`src/rtl/uart_tx_framed.sv`:
```
// Framed UART transmitter with a one-entry holding register, optional parity
// and one or two stop bits. tx, busy and tx_done are registered outputs.
module uart_tx_framed #(
    parameter int unsigned CLKS_PER_BIT = 16,
    parameter int unsigned WORD_WIDTH   = 8,
    parameter int unsigned STOP_BITS    = 1,
    parameter int unsigned PARITY       = 0
) (
    input  logic                  clk,
    input  logic                  rst_n,
    input  logic [WORD_WIDTH-1:0] s_data,
    input  logic                  s_valid,
    output logic                  s_ready,
    output logic                  tx,
    output logic                  busy,
    output logic                  tx_done
);

    localparam int unsigned CW = (CLKS_PER_BIT > 1) ? $clog2(CLKS_PER_BIT) : 1;
    localparam int unsigned IW = $clog2(WORD_WIDTH) + 1;
    localparam logic [CW-1:0] CNT_MAX   = CW'(CLKS_PER_BIT - 1);
    localparam logic [IW-1:0] LAST_DATA = IW'(WORD_WIDTH - 1);
    localparam logic [IW-1:0] LAST_STOP = IW'(STOP_BITS - 1);

    typedef enum logic [2:0] {IDLE, START, DATA, PAR, STOP} state_t;

    state_t                  state_q, state_d;
    logic [CW-1:0]           cnt_q, cnt_d;
    logic [IW-1:0]           idx_q, idx_d;
    logic [WORD_WIDTH-1:0]   shift_q, shift_d;
    logic                    par_q, par_d;
    logic [WORD_WIDTH-1:0]   hold_data;
    logic                    hold_full;
    logic                    load;
    logic                    accept;
    logic                    tick;
    logic                    tx_d;
    logic                    done_d;
    logic                    busy_d;

    assign s_ready = ~hold_full;
    assign accept  = s_valid & ~hold_full;
    assign tick    = (cnt_q == CNT_MAX);

    // A new accept wins over the transfer so a word arriving on the same edge is kept.
    always_ff @(posedge clk or negedge rst_n) begin
        if (!rst_n) begin
            hold_data <= '0;
            hold_full <= 1'b0;
        end else if (accept) begin
            hold_data <= s_data;
            hold_full <= 1'b1;
        end else if (load) begin
            hold_full <= 1'b0;
        end
    end

    always_ff @(posedge clk or negedge rst_n) begin
        if (!rst_n) begin
            state_q <= IDLE;
            cnt_q   <= '0;
            idx_q   <= '0;
            shift_q <= '0;
            par_q   <= 1'b0;
            tx      <= 1'b1;
            busy    <= 1'b0;
            tx_done <= 1'b0;
        end else begin
            state_q <= state_d;
            cnt_q   <= cnt_d;
            idx_q   <= idx_d;
            shift_q <= shift_d;
            par_q   <= par_d;
            tx      <= tx_d;
            busy    <= busy_d;
            tx_done <= done_d;
        end
    end

    // Line outputs are computed from the current state and registered, so tx
    // trails the FSM by one cycle; busy and tx_done trail identically to stay aligned.
    always_comb begin
        state_d = state_q;
        cnt_d   = cnt_q;
        idx_d   = idx_q;
        shift_d = shift_q;
        par_d   = par_q;
        load    = 1'b0;
        tx_d    = 1'b1;
        done_d  = 1'b0;
        busy_d  = (state_q != IDLE);

        if (state_q != IDLE)
            cnt_d = tick ? '0 : cnt_q + CW'(1);

        case (state_q)
            IDLE: begin
                if (hold_full) begin
                    load    = 1'b1;
                    state_d = START;
                    cnt_d   = '0;
                    idx_d   = '0;
                end
            end
            START: begin
                tx_d = 1'b0;
                if (tick) begin
                    state_d = DATA;
                    idx_d   = '0;
                end
            end
            DATA: begin
                tx_d = shift_q[0];
                if (tick) begin
                    shift_d = shift_q >> 1;
                    if (idx_q == LAST_DATA) begin
                        idx_d   = '0;
                        state_d = (PARITY != 0) ? PAR : STOP;
                    end else begin
                        idx_d = idx_q + IW'(1);
                    end
                end
            end
            PAR: begin
                tx_d = par_q;
                if (tick) begin
                    state_d = STOP;
                    idx_d   = '0;
                end
            end
            STOP: begin
                tx_d = 1'b1;
                if (tick) begin
                    if (idx_q == LAST_STOP) begin
                        done_d = 1'b1;
                        idx_d  = '0;
                        if (hold_full) begin
                            load    = 1'b1;
                            state_d = START;
                        end else begin
                            state_d = IDLE;
                        end
                    end else begin
                        idx_d = idx_q + IW'(1);
                    end
                end
            end
            default: state_d = IDLE;
        endcase

        if (load) begin
            shift_d = hold_data;
            par_d   = (^hold_data) ^ (PARITY == 1);
        end
    end

endmodule

```
`config.mk`:
```
export PLATFORM = sky130hd
export DESIGN_NAME = uart_tx_framed
export DESIGN_NICKNAME = d
export VERILOG_FILES = /design/src/rtl/uart_tx_framed.sv
export SDC_FILE = /design/constraint.sdc
export NUM_CORES = 1
export LEC_CHECK = 0
export ABC_AREA = 0
export CORE_UTILIZATION = 56
export DETAILED_ROUTE_END_ITERATION = 16
export GPL_TIMING_DRIVEN = 1
export PLACE_DENSITY = 0.78
export SETUP_SLACK_MARGIN = 0.02
export SLEW_MARGIN = 20
export SYNTH_ARGS = -nofsm -noshare
export SYNTH_HDL_FRONTEND = slang
export SYNTH_SLANG_ARGS = --single-unit
```
`constraint.sdc`:
```
create_clock -name clk -period 5.5 [get_ports clk]
set_clock_uncertainty 0.2 [all_clocks]
set_input_delay 0.825 -clock clk [delete_from_list [all_inputs] [get_ports clk]]
set_output_delay 0.825 -clock clk [all_outputs]
set_load 0.05 [all_outputs]
```
==> impl_metrics.csv, run 1 <==
group,metric,value,unit
outcome,status,"complete, no violations",
logic_synthesis,synth_edf_count,0,
setup_path,endpoint,"s_ready",
setup_path,start_kind,"flop",
cts,post-cts-setup-buffers,0,
timing,period_needed,2760,ps
floorplan,die_h,55.7,um
logic_synthesis,ys_types,43,
logic_synthesis,async_flop_share,100,%
power,ir_worst_vdd,0.396,mV
setup_path,path_depth,2,
placed_design,io_buffers,14,
global_routing,grt_pass1_vias,1223,
power,power_density,531,mW/mm^2
timing,slew_headroom,50.9,%
floorplan,num_rows,19,
finish,regArea,802,sq um
setup_path,endpoint_kind,"output port",
logic_synthesis,yosys_warnings,0,
logic_synthesis,synth_area,0.00161,sq mm
floorplan,start_util,59.0,%
setup_path,path_max_fanout,5,
placed_design,place_area,0.00178,sq mm
global_routing,grt_antenna_before_repair,0,
timing,finalHoldViolCount,0,
cts,clk_latency,340,ps
cts,cts_sinks,32,
finish,fill_cells,221,
routing,drt-initial-drc-count,18,
setup_path,required,4470,ps
power,comb_power_share,40.5,%
finish,area.growth.synth_to_final,14.0,%
setup_path,rr_startpoint,"cnt_q[0]$_DFF_PN0_",
setup_path,crit_start,"hold_full$_DFFE_PN0P_",
setup_path,crit_buf_inv,2,
power,pwr-share-clk,14.5,%
timing,rsz0062_at_grt,"false",
routing,drt-total-wl,3050,um
global_routing,grt_usage,22.0,%
setup_path,path_cells,"inv_1 > clkdlybuf4s50_1",
setup_path,slowest_delay,820,ps
cts,htreeDepth,2,
routing,via_per_inst,6.06,
finish,multi_input_area,771,sq um
setup_path,path_class,"reg2out",
cts,clockRootBuffer,"clkbuf_4",
setup_path,rrSetupSlack,3420,ps
finish,n_antenna_cell,0,
floorplan,io_pins,15,
global_routing,grt_first_pass_wirelength,5240,um
routing,dr.pass1.iters,4,
routing,wl_per_cell,15.6,um
setup_path,r2r_end,"shift_q[2]$_DFFE_PN0P_",
logic_synthesis,ys_ff_latch,32,
cts,cts-resized-gates,0,
placed_design,hpwl,2090,um
power,power.switching,378,uW
cts,cts.clk_slew.worst_paths,100,ps
cts,tritoncts,"yes",
finish,drive_above_1_share,18.3,%
logic_synthesis,syn-num-nets,159,
setup_path,slowest_stage,"clkdlybuf4s50_1",
cts,clk_path_buf_depth,2,
global_routing,grt_max_degree,33,
finish,final_nets,177,
routing,vias,1182,
setup_path,arrival,1740,ps
power,switching_share,38.7,%
routing,ant_nets,0,
timing,worst_pin_slew,734,ps
min_path,hold_path.class,"reg2reg",
min_path,min_from,"shift_q[3]$_DFFE_PN0P_",
run,maxCapViolations,0,
floorplan,dieArea,0.00310,sq mm
timing,fin_crit_sh,50.2,%
setup_path,r2r_cells,5,
power,p_seq_share,45.0,%
floorplan,core-area,0.00273,sq mm
timing,tns,0,ps
logic_synthesis,ys.flop_type,"dfrtp_1",
setup_path,crit_family,"buffers and inverters",
timing,fmax,362,MHz
timing,slew_violations,0,
floorplan,die_w,55.7,um
logic_synthesis,postSynthCellCount,145,
logic_synthesis,synth.avg_cell_area,11.1,sq um
global_routing,grt_overflow,0,
placed_design,gp_congestion,0.743,
timing,hold_ws,315,ps
cts,cts_hold_buf,0,
timing,finalSetupViolCount,0,
logic_synthesis,ys_seq_area_share,49.7,%
cts,cts_buffers,5,
power,p_int,600,uW
power,p_leak,0.000741,uW
routing,remaining_drc_errors,0,
finish,finalInstanceArea,0.00184,sq mm
==> cells by family (layout without fill, tap and decap cells) <==
kind of cell | after synthesis | after routing | share of synthesized area [%]
xor gates and xnor gates | 8 | 8 | 4.34
adders and majority gates | 3 | 3 | 2.33
DFF | 32 | 32 | 49.7
and+or+nand+nor | 46 | 46 | 17.7
muxes | 8 | 8 | 5.58
AOI/OAI and AO/OA | 38 | 38 | 17.8
buffers and inverters | 10 | 29 | 2.56
==> layout by cell type (no fill, tap or decap), types with 5 or more instances in the layout <==
| master | synthesis | final |
|---|---|---|
| a221o_1 | 7 | 7 |
| and2_1 | 6 | 6 |
| clkbuf_4 | 0 | 5 |
| clkdlybuf4s50_1 | 0 | 14 |
| dfrtp_1 | 31 | 31 |
| inv_1 | 5 | 5 |
| mux2_2 | 8 | 8 |
| nand2_1 | 8 | 8 |
| nor2_1 | 8 | 8 |
| o21ai_0 | 10 | 10 |
| xnor2_1 | 8 | 8 |
==> per-layer routing <==
metal	wire length, um	global-route usage [%]	vias up
li1	-	-	571
met2	1560	38.4	16
met4	60	10.7	0
met3	72	5.12	7
met1	1360	25.3	588
met5	0	0	-
==> worst register-to-register path: stages (launching register included) <==
cell and delay [ps]:
dfrtp_1 420, ha_1 270, nand3_2 240, nor3_4 370, a21oi_2 140, a221o_1 330
==> power groups by stage <==
| stage | Combinational, uW | Clock [uW] | Sequential, uW |
|---|---|---|---|
| after floorplan | 326 | 0 | 419 |
| after global routing | 436 | 150 | 455 |
| final | 396 | 141 | 440 |
| after CTS | 400 | 143 | 439 |
| after global placement | 380 | 0 | 437 |
| after detailed placement | 397 | 0 | 444 |
==> stage by stage <==
| step | power [uW] | utilization, % | setup WS, ps | cells |
|---|---|---|---|---|
| finish | 978 | 67.3 | 2740 | 195 |
| global route | 1040 | 67.3 | 2690 | 195 |
| CTS | 982 | 67.3 | 2740 | 195 |
| detailed placement | 840 | 65.2 | 2870 | 187 |
| global placement | 816 | 65.2 | 2910 | 187 |
| floorplan | 744 | - | 3610 | 145 |
==> flip-flops by register name, summed over array words and instances, names as in the netlist <==
name,cells
hold_data,8
tx,1
idx_q,4
hold_full,1
busy,1
shift_q,8
state_q,3
cnt_q,4
tx_done,1
par_q,1
==> area by class of cell <==
class | instances | area share, %
Clock buffer | 8 | 3.20
Inverter | 6 | 1.22
Multi-Input combinational cell | 103 | 41.9
Sequential cell | 32 | 43.6
Tap cell | 31 | 2.11
Timing Repair Buffer | 15 | 8.02
==> synth_stat cells (5+ instances only) <==
master / count / share of area (%)
o21ai_0: 10 / 3.1
nand2_1: 8 / 1.9
xnor2_1: 8 / 4.3
inv_1: 5 / 1.2
and2_1: 6 / 2.3
a221o_1: 7 / 4.3
mux2_2: 8 / 5.6
dfrtp_1: 31 / 48
nor2_1: 8 / 1.9
==> how the worst min path moves through the flow <==
stage | endpoint | slack, ps | cells past startpoint
2_1_floorplan | shift_q[1]$_DFFE_PN0P_ | 270 | 1
3_3_place_gp | shift_q[2]$_DFFE_PN0P_ | 290 | 1
3_5_place_dp | shift_q[1]$_DFFE_PN0P_ | 290 | 1
4_1_cts | shift_q[3]$_DFFE_PN0P_ | 320 | 1
5_1_grt | shift_q[1]$_DFFE_PN0P_ | 320 | 1
6_report | shift_q[3]$_DFFE_PN0P_ | 310 | 1
Power figures use the tool's default switching activity.
==> run 2, diff against run 1 <==
Settings changed: CORE_UTILIZATION 56 to 50, PLACE_DENSITY 0.78 to 0.74.
Clock period 5.5 ns to 2.45 ns, I/O delays scaled along.
==> run 2 against run 1 <==
Net effect:
- clock power is 120% higher
- sequential power is 120% higher
- count of clock-buffer cells in the layout is 2 lower
- via count is 0.59% lower
- combinational power is 120% higher
- final cell count is 7.2% higher
- utilization is 6.2 points lower
- largest power group unchanged
- die area is 12% higher
- power is 120% higher
- sequential share of layout area is 0.61 points lower
- cell area is 1.4% higher
==> impl_metrics.csv, run 2 (synthesis results as in run 1) <==
group,metric,value,unit
floorplan,start_util,52.9,%
finish,fill_cells,261,
timing,finalSetupViolCount,0,
setup_path,endpoint_kind,"output port",
timing,fmax,439,MHz
setup_path,slowest_stage,"clkdlybuf4s50_1",
finish,final_nets,178,
power,p_total,2190,uW
global_routing,grt_first_pass_wirelength,4810,um
floorplan,core-area,0.00305,sq mm
cts,cts-resized-gates,0,
finish,final_common_cell,"dfrtp_1",
timing,period_needed,2280,ps
setup_path,crit_family,"buffers and inverters",
placed_design,gp_congestion,0.871,
global_routing,grt_antenna_before_repair,0,
min_path,hold_path.class,"in2async",
setup_path,path_class,"reg2out",
finish,layout_common_cells,"31 x dfrtp_1, 14 x clkdlybuf4s50_1, 10 x o21ai_0",
setup_path,required,1880,ps
timing,rsz0062_at_grt,"false",
setup_path,start_kind,"flop",
cts,htreeDepth,2,
finish,finalInstanceArea,0.00187,sq mm
setup_path,r2r_cells,6,
setup_path,rrSetupSlack,370,ps
cts,cts.clk_slew.worst_paths,90,ps
routing,ant_nets,0,
floorplan,die_h,58.8,um
power,power_density,1170,mW/mm^2
power,ir_worst_vdd,0.612,mV
routing,wl_per_cell,14.4,um
setup_path,crit_buf_inv,2,
finish,area.growth.synth_to_final,15.7,%
finish,drive_above_1_share,20.0,%
global_routing,grt_max_degree,33,
cts,clk_latency,340,ps
finish,n_antenna_cell,0,
floorplan,die_w,58.8,um
cts,clk_path_buf_depth,2,
setup_path,arrival,1710,ps
power,p_leak,0.000752,uW
timing,slew_headroom,63.3,%
timing,fin_crit_sh,93.0,%
finish,top_regs,"hold_data x8, shift_q x8",
setup_path,rr_startpoint,"idx_q[0]$_DFFE_PN0P_",
cts,post-cts-setup-buffers,0,
routing,remaining_drc_errors,0,
cts,tritoncts,"yes",
placed_design,io_buffers,14,
global_routing,grt_pass1_vias,1048,
routing,drt-total-wl,3010,um
setup_path,r2r_end,"shift_q[6]$_DFFE_PN0P_",
timing,worst_pin_slew,550,ps
cts,cts_sinks,32,
timing,slew_violations,0,
routing,vias,1175,
floorplan,num_rows,20,
floorplan,dieArea,0.00346,sq mm
setup_path,path_cells,"inv_1 > clkdlybuf4s50_1",
routing,via_per_inst,5.62,
global_routing,grt_usage,19.8,%
placed_design,hpwl,2070,um
cts,clockRootBuffer,"clkbuf_4",
timing,tns,0,ps
placed_design,place_area,0.00181,sq mm
setup_path,slowest_delay,820,ps
timing,finalHoldViolCount,0,
cts,cts_hold_buf,0,
routing,drt-initial-drc-count,66,
floorplan,io_pins,15,
global_routing,grt_overflow,0,
routing,dr.pass1.iters,4,
run,maxCapViolations,0,
outcome,status,"complete, no violations",
cts,cts_buffers,5,
finish,multi_input_area,771,sq um
finish,regArea,802,sq um
setup_path,path_max_fanout,5,
[run 2: routing by layer]
metal	routed length [um]	part of all wire (%)	vias up	global-route usage [%]
met2	1480	49	23	32.8
met5	0	0	-	0
met1	1340	44	572	22.8
met3	119	4.0	8	7.47
li1	-	-	572	-
met4	70	2.3	0	8.84
[run 2: area by class of cell]
cell class              count  area share [%]
repair buffers             16            8.31
clock buffers               6            2.75
multi-input cells         103            41.3
flip-flops and latches     32            43.0
inverters                   6            1.21
well taps                  44            2.95
clock inverters             2           0.536
[run 2: report_power, final]
part | leakage [uW] | total, uW | switching, uW | internal (uW)
Clock | 0.0000380 | 317 | 181 | 136
Combinational | 0.000327 | 887 | 428 | 459
Sequential | 0.000387 | 982 | 234 | 748
Total | 0.000752 | 2190 | 843 | 1340
[run 2: worst max-delay path by stage]
stage / end / cells after the start / slack [ps] / startpoint
2_1_floorplan: shift_q[0]$_DFFE_PN0P_ / 5 / 690 / cnt_q[0]$_DFF_PN0_
3_3_place_gp: shift_q[0]$_DFFE_PN0P_ / 5 / 490 / cnt_q[0]$_DFF_PN0_
3_5_place_dp: shift_q[1]$_DFFE_PN0P_ / 5 / 450 / cnt_q[0]$_DFF_PN0_
4_1_cts: s_ready / 2 / 160 / hold_full$_DFFE_PN0P_
5_1_grt: s_ready / 2 / 100 / hold_full$_DFFE_PN0P_
6_report: s_ready / 2 / 170 / hold_full$_DFFE_PN0P_
[run 2: through the flow]
stage / worst slack [ps] / util [%] / instances / hold slack (ps)
2_1_floorplan: 689 / - / 145 / -128
3_3_place_gp: 488 / 59.1 / 201 / 288
3_5_place_dp: 448 / 59.1 / 201 / 295
4_1_cts: 157 / 61.1 / 209 / 211
5_1_grt: 102 / 61.1 / 209 / 232
6_report: 172 / 61.1 / 209 / 208
==> run 3, diff against run 2 <==
Settings changed: MAX_ROUTING_LAYER set to met4.
==> run 3 against run 2 <==
Net effect:
- wire length is 1.1% higher
- first-iteration DRC count fell by 11%
- critical path depth unchanged
- die area did not move
- setup slack worse by 3.3 ps
- non-clock buffer count unchanged
- utilization is the same
- largest cell class unchanged
==> impl_metrics.csv, run 3 (synthesis results as in run 1) <==
group,metric,value,unit
outcome,status,"complete, no violations",
setup_path,rr_startpoint,"idx_q[0]$_DFFE_PN0P_",
timing,slew_violations,0,
global_routing,grt_antenna_before_repair,0,
power,p_total,2190,uW
timing,fin_crit_sh,93.1,%
placed_design,io_buffers,14,
setup_path,path_depth,2,
routing,via_per_inst,5.78,
routing,wl_per_cell,14.5,um
placed_design,gp_congestion,0.885,
setup_path,crit_buf_inv,2,
floorplan,dieArea,0.00346,sq mm
setup_path,r2r_end,"shift_q[6]$_DFFE_PN0P_",
power,p_int,1340,uW
setup_path,crit_family,"buffers and inverters",
cts,cts.clk_slew.worst_paths,100,ps
power,pwr-share-clk,14.6,%
cts,htreeDepth,2,
finish,multi_input_area,771,sq um
setup_path,arrival,1710,ps
power,p_leak,0.000752,uW
setup_path,slowest_stage,"clkdlybuf4s50_1",
power,switching_share,38.7,%
timing,slew_headroom,63.1,%
power,comb_power_share,40.5,%
setup_path,path_max_fanout,5,
timing,tns,0,ps
timing,fmax,438,MHz
setup_path,required,1880,ps
setup_path,endpoint,"s_ready",
timing,period_needed,2280,ps
placed_design,place_area,0.00181,sq mm
floorplan,die_h,58.8,um
timing,finalSetupViolCount,0,
global_routing,grt_pass1_vias,1049,
routing,vias,1208,
floorplan,io_pins,15,
routing,dr.pass1.iters,4,
power,power.switching,846,uW
setup_path,rrSetupSlack,370,ps
finish,area.growth.synth_to_final,15.7,%
finish,top_regs,"hold_data x8, shift_q x8",
routing,remaining_drc_errors,0,
setup_path,start_kind,"flop",
setup_path,path_class,"reg2out",
setup_path,slowest_delay,820,ps
routing,drt-total-wl,3040,um
run,maxCapViolations,0,
finish,drive_above_1_share,20.0,%
global_routing,grt_overflow,0,
finish,final_nets,178,
placed_design,placedCellCount,201,
finish,n_antenna_cell,0,
global_routing,grt_first_pass_wirelength,4810,um
cts,cts_sinks,32,
cts,post-cts-setup-buffers,0,
finish,final_common_cell,"dfrtp_1",
power,ir_worst_vdd,0.611,mV
cts,cts-resized-gates,0,
timing,worst_pin_slew,554,ps
routing,ant_nets,0,
finish,fill_cells,261,
placed_design,hpwl,2070,um
cts,clk_latency,340,ps
cts,clockRootBuffer,"clkbuf_4",
floorplan,die_w,58.8,um
floorplan,start_util,52.9,%
cts,cts_buffers,5,
cts,clk_path_buf_depth,2,
setup_path,crit_start,"hold_full$_DFFE_PN0P_",
setup_path,r2r_cells,6,
setup_path,endpoint_kind,"output port",
global_routing,grt_max_degree,33,
timing,hold_ws,206,ps
cts,tritoncts,"yes",
global_routing,grt_usage,20.4,%
power,power_density,1170,mW/mm^2
floorplan,num_rows,20,
floorplan,core-area,0.00305,sq mm
setup_path,path_cells,"inv_1 > clkdlybuf4s50_1",
cts,cts_hold_buf,0,
finish,finalInstanceArea,0.00187,sq mm
power,p_seq_share,44.8,%
finish,layout.cells.non_filler,209,
min_path,hold_path.class,"in2async",
finish,layout_common_cells,"31 x dfrtp_1, 14 x clkdlybuf4s50_1, 10 x o21ai_0",
timing,finalHoldViolCount,0,
timing,rsz0062_at_grt,"false",
finish,regArea,802,sq um
routing,drt-initial-drc-count,59,
## run 3: worst min-delay path by stage
stage | start | end | slack, ps | depth (start not counted)
after detailed placement | shift_q[2]$_DFFE_PN0P_ | shift_q[2]$_DFFE_PN0P_ | 300 | 1
after global routing | rst_n | shift_q[5]$_DFFE_PN0P_ | 230 | 2
after floorplan | rst_n | busy$_DFF_PN0_ | -130 | 0
final | rst_n | shift_q[4]$_DFFE_PN0P_ | 210 | 2
after CTS | rst_n | idx_q[0]$_DFFE_PN0P_ | 210 | 2
after global placement | shift_q[2]$_DFFE_PN0P_ | shift_q[2]$_DFFE_PN0P_ | 290 | 1
## run 3: cell type report
cell class | instances | share of cell area [%]
tap | 44 | 2.95
clock buffer | 6 | 2.75
clock inverter | 2 | 0.536
multi-input combinational | 103 | 41.3
inverter | 6 | 1.21
timing repair buffer | 16 | 8.31
sequential | 32 | 43.0
## run 3: per-stage QoR
step	setup slack (ps)	util (%)
6_report	169	61.1
3_5_place_dp	448	59.1
2_1_floorplan	689	-
3_3_place_gp	488	59.1
5_1_grt	102	61.1
4_1_cts	157	61.1
## run 3: per-layer routing
metal | track usage [%] | routed length, um
met5 | - | 0
met4 | 8.84 | 63
met3 | 7.47 | 136
met2 | 32.8 | 1510
met1 | 22.8 | 1330
## run 3: power groups by stage
stage / Combinational (uW) / Clock, uW / Sequential [uW]
floorplan: 731 / 0 / 940
global placement: 864 / 0 / 983
detailed placement: 893 / 0 / 985
CTS: 898 / 328 / 979
global route: 982 / 348 / 1010
finish: 887 / 320 / 982
